===== config.mk =====
export PLATFORM = sky130hd
export DESIGN_NAME = fsm_ex_control
export DESIGN_NICKNAME = d
export VERILOG_FILES = /design/src/rtl/fsm_ex_control.sv
export SDC_FILE = /design/constraint.sdc
export NUM_CORES = 1
export LEC_CHECK = 0
export CORE_AREA = 4 4 41 43
export CTS_CLUSTER_SIZE = 16
export DETAILED_ROUTE_END_ITERATION = 16
export DIE_AREA = 0 0 45 47
export SLEW_MARGIN = 25
export SYNTH_ARGS = -nofsm -noshare
export SYNTH_HDL_FRONTEND = slang
export SYNTH_SLANG_ARGS = --single-unit

===== constraint.sdc =====
create_clock -name clk -period 1.4 [get_ports clk]
set_clock_uncertainty 0.05 [all_clocks]
set_input_delay 0.42 -clock clk [delete_from_list [all_inputs] [get_ports clk]]
set_output_delay 0.42 -clock clk [all_outputs]
set_load 0.01 [all_outputs]

===== src/rtl/fsm_ex_control.sv =====
// Exposure/readout sequencer: IDLE -> EXPOSE (Start pulse) -> two-row READOUT -> IDLE.
// Outputs decode only registered state, so they are glitch-free with no input-to-output path.
module fsm_ex_control #(
  parameter int NRE_LOW = 3,
  parameter int ADC_POS = 1,
  parameter int GAP     = 1
) (
  input  logic clk,
  input  logic rst_n,
  input  logic init_i,
  input  logic ovf5_i,
  output logic nre1_o,
  output logic nre2_o,
  output logic adc_o,
  output logic expose_o,
  output logic erase_o,
  output logic start_o
);

  localparam int TOTAL = 2 * (NRE_LOW + GAP);
  localparam int CW    = $clog2(TOTAL + 1);

  localparam logic [CW-1:0] C_LAST   = CW'(TOTAL - 1);
  localparam logic [CW-1:0] C_R1_END = CW'(NRE_LOW);
  localparam logic [CW-1:0] C_ADC1   = CW'(ADC_POS);
  localparam logic [CW-1:0] C_R2     = CW'(NRE_LOW + GAP);
  localparam logic [CW-1:0] C_R2_END = CW'(2 * NRE_LOW + GAP);
  localparam logic [CW-1:0] C_ADC2   = CW'(NRE_LOW + GAP + ADC_POS);

  typedef enum logic [1:0] {
    S_IDLE    = 2'd0,
    S_EXPOSE  = 2'd1,
    S_READOUT = 2'd2
  } state_e;

  state_e          state_q, state_d;
  logic [CW-1:0]   cnt_q, cnt_d;
  logic            start_q, start_d;

  always_ff @(posedge clk or negedge rst_n) begin
    if (!rst_n) begin
      state_q <= S_IDLE;
      cnt_q   <= '0;
      start_q <= 1'b0;
    end else begin
      state_q <= state_d;
      cnt_q   <= cnt_d;
      start_q <= start_d;
    end
  end

  // Counter stays at zero outside READOUT, so every readout starts from c=0.
  always_comb begin
    state_d = S_IDLE;
    cnt_d   = '0;
    start_d = 1'b0;
    case (state_q)
      S_IDLE: begin
        if (init_i) begin
          state_d = S_EXPOSE;
          start_d = 1'b1;
        end
      end
      S_EXPOSE: begin
        state_d = ovf5_i ? S_READOUT : S_EXPOSE;
      end
      S_READOUT: begin
        if (cnt_q == C_LAST) begin
          state_d = S_IDLE;
        end else begin
          state_d = S_READOUT;
          cnt_d   = cnt_q + 1'b1;
        end
      end
      default: state_d = S_IDLE;
    endcase
  end

  always_comb begin
    nre1_o   = 1'b1;
    nre2_o   = 1'b1;
    adc_o    = 1'b0;
    expose_o = 1'b0;
    erase_o  = 1'b1;
    start_o  = 1'b0;
    case (state_q)
      S_EXPOSE: begin
        erase_o  = 1'b0;
        expose_o = 1'b1;
        start_o  = start_q;
      end
      S_READOUT: begin
        erase_o = 1'b0;
        if (cnt_q < C_R1_END) begin
          nre1_o = 1'b0;
          adc_o  = (cnt_q == C_ADC1);
        end else if (cnt_q >= C_R2 && cnt_q < C_R2_END) begin
          nre2_o = 1'b0;
          adc_o  = (cnt_q == C_ADC2);
        end
      end
      default: ;
    endcase
  end

endmodule


==> impl_metrics.yaml <==
global_routing:
  grt_pass1_vias: 336
  grt_overflow: 0
  grt_max_degree: 8
  grt_pass1_wl_mm: 1.283
  grtUsageTotal_pct: 8.917
  antenna_found_initial: 0
routing:
  drc: 0
  drt-total-wl_um: 820
  first_iter_violations: 6
  vias: 334
  via_per_inst: 4.395
  drt_pass1_iterations: 4
  ant_nets: 0
  wire_per_inst_um: 10.79
cts:
  cts_tree: "built"
  cts_buffers: 3
  root_buffer: "clkbuf_4"
  clk_pin_slew_ns: 0.05
  cts.sinks: 7
  cts.htree.levels: 1
  ctsHoldBuffers: 0
  clock_latency_ns: 0.25
  clk_path_buf_depth: 2
floorplanning:
  start_util_pct: 31.06
  die_area_um2: 2115
  io-pin-count: 10
  die_x_um: 45
  fp-row-count: 13
  die_y_um: 47
  core-area_um2: 1301
power:
  clkPwrFrac_pct: 16.2
  p_int_mw: 0.7282
  ir_drop_uv: 750.5
  p_sw_share_pct: 33.88
  powerDensity_nw_per_um2: 1624
  comb_power_share_pct: 57.3
  power_frac_seq_pct: 26.5
  switchingPower_mw: 0.3732
  cellLeakagePower_nw: 0.3327
synth:
  yosysTopAreaCellShare_pct: 43.34
  yosysTopAreaCell: "dfrtp_1"
  avgSynthCellArea_um2: 10.92
  syn-num-nets: 47
  yosys_register_bits: 7
  yosysWarnings: 0
  synth_area_leaders: "dfrtp_1 43%, ha_1 19%, and2_1 6.2%"
  ys_types: 15
  synth_cells: 37
  ys_seq_area_share_pct: 43.34
  synthesis.area_um2: 404.1
timing:
  max_slew_margin_pct: 78.25
  fin_crit_ns: 1.804
  finalSetupViolCount: 6
  fin_tns_setup_ns: -1.891
  fin_ws_ns: -0.4037
  hold_viol: 0
  worst_pin_slew_ns: 0.3253
  maxSlewViolCount: 0
  min_period_over_period_pct: 128.8
  fmax_ghz: 0.5544
  rsz0062_at_grt: "true"
placement:
  hpwl_um: 617.5
  place.gp.congestion: 0.6936
  placed_area_um2: 594.3
  dp_worst_setup_slack_ns: -0.5427
  portBuffers: 9
worst_setup_path:
  crit_slowest_cell: "dfrtp_1"
  timing.critical_path.from: "cnt_q[1]"
  worstSetupPathType: "register to primary output"
  start_kind: "register"
  timing.rr.start: "state_q[1]"
  crit_chain: "ha_2, nor3b_4, buf_6, nand2b_1, buf_2"
  r2r_setup_slack_ns: 0.07
  critPathArrivalTime_ns: 1.33
  max_stage_delay_ns: 0.37
  r2r-end: "cnt_q[3]"
  reg2regPathDepth: 4
  path_max_fanout: 3
  cp-end-kind: "primary output"
  required_ns: 0.93
cells_and_area:
  fillers: 133
  nNetsFinal: 72
  drive_gt1_share_pct: 55.74
  seqCellArea_um2: 176.4
  multi_input_comb_area_um2: 264.0
  fin_area_um2: 678.2
  syn2layout_area_growth_pct: 67.80
  antenna_cells: 0
worst_hold_path:
  worst_hold_path_type: "input pin to async pin"
run_status:
  status: "finished with violations"
  violations: "setup timing"
job:
  maxCapViolCount: 0
layout make-up:
| cell class | count | share of cell area (%) |
|---|---|---|
| multi-input cells | 25 | 38.93 |
| flip-flops and latches | 7 | 26.01 |
| repair buffers | 20 | 24.91 |
| clock buffers | 4 | 3.875 |
| inverters | 5 | 3.506 |
| well taps | 15 | 2.768 |
per-stage QoR:
step / hold WS, ns / std cells / utilization [%] / power [mW]
floorplan: 0.07441 / 37 / - / 0.5105
global placement: 0.4950 / 70 / 45.67 / 0.7867
detailed placement: 0.4987 / 70 / 45.67 / 0.7922
CTS: 0.3978 / 74 / 48.56 / 0.9960
global route: 0.4013 / 76 / 52.12 / 1.191
finish: 0.3846 / 76 / 52.12 / 1.101
sequential cells by signal (all words and copies together), names as in the netlist:
name and cells:
state_q 2, start_q 1, cnt_q 4
what timing repair did:
item / CTS / global route
resized for setup: 31 / 10
buffers inserted: 0 / 4
pin swaps: 3 / 1
setup endpoints to repair: 6 / 7
synth_stat cells (all sizes together):
cell    count
dfrtp       7
ha          6
inv         5
and2        4
nand2b      3
nand2       2
nor3b       2
a21oi       1
and3b       1
mux2        1
nand3       1
nand3b      1
nor2b       1
o21ai       1
xor2        1
cell families (layout without fill, tap and decap cells):
logic type,count (synthesis),count (layout),synth area share [%]
and+or+nand+nor,15,15,26.01
DFF,7,7,43.34
adders and majority gates,6,6,18.58
buffers and inverters,5,29,4.644
AOI/OAI and AO/OA,2,2,2.474
xor gates and xnor gates,1,1,2.168
muxes,1,1,2.786
power by group through the flow:
stage	clock (mW)	sequential [mW]	combinational (mW)
after global routing	0.205	0.295	0.691
after detailed placement	0	0.285	0.507
final	0.178	0.291	0.632
after global placement	0	0.283	0.504
after floorplan	0	0.290	0.221
after CTS	0.187	0.292	0.517
layer usage:
| layer | vias up | global-route usage (%) | share of wire [%] |
|---|---|---|---|
| li1 | 168 | - | - |
| met1 | 153 | 9.070 | 40 |
| met2 | 11 | 14.69 | 51 |
| met3 | 2 | 2.299 | 8.0 |
| met4 | 0 | 8.772 | 0.61 |
| met5 | - | 0 | 0 |
critical path, delay by kind of cell, from the launching register on:
kind	cells	cell delay [ns]
AND/OR/NAND/NOR	2	0.24
adder cells (fa/ha/maj)	1	0.21
buffers and inverters	2	0.26
flip-flops	1	0.37
layout by cell type (no fill, tap or decap):
cell | Yosys | final
clkbuf_4 | 0 | 3
and3b_2 | 1 | 1
clkdlybuf4s50_1 | 0 | 3
nor2b_1 | 1 | 1
and2_4 | 0 | 2
buf_6 | 0 | 5
nor3b_4 | 0 | 1
clkbuf_1 | 0 | 1
nand2_2 | 0 | 1
inv_2 | 0 | 2
inv_1 | 5 | 2
dfrtp_1 | 7 | 6
inv_6 | 0 | 1
o21ai_1 | 1 | 1
ha_4 | 0 | 3
and2_1 | 4 | 2
nor3b_2 | 2 | 1
dfrtp_2 | 0 | 1
nand3b_1 | 1 | 1
a21oi_1 | 1 | 1
ha_1 | 6 | 2
nand2_1 | 2 | 1
buf_2 | 0 | 3
nand3_1 | 1 | 1
buf_4 | 0 | 9
xor2_1 | 1 | 1
mux2_1 | 1 | 1
nand2b_1 | 3 | 3
ha_2 | 0 | 1
worst max-delay path by stage:
stage / end / slack [ns]
global placement: adc_o / -0.52
finish: nre1_o / -0.40
detailed placement: adc_o / -0.54
floorplan: adc_o / -0.10
global route: nre1_o / -0.47
CTS: nre2_o / -0.43
(Power assumes the default switching activity.)
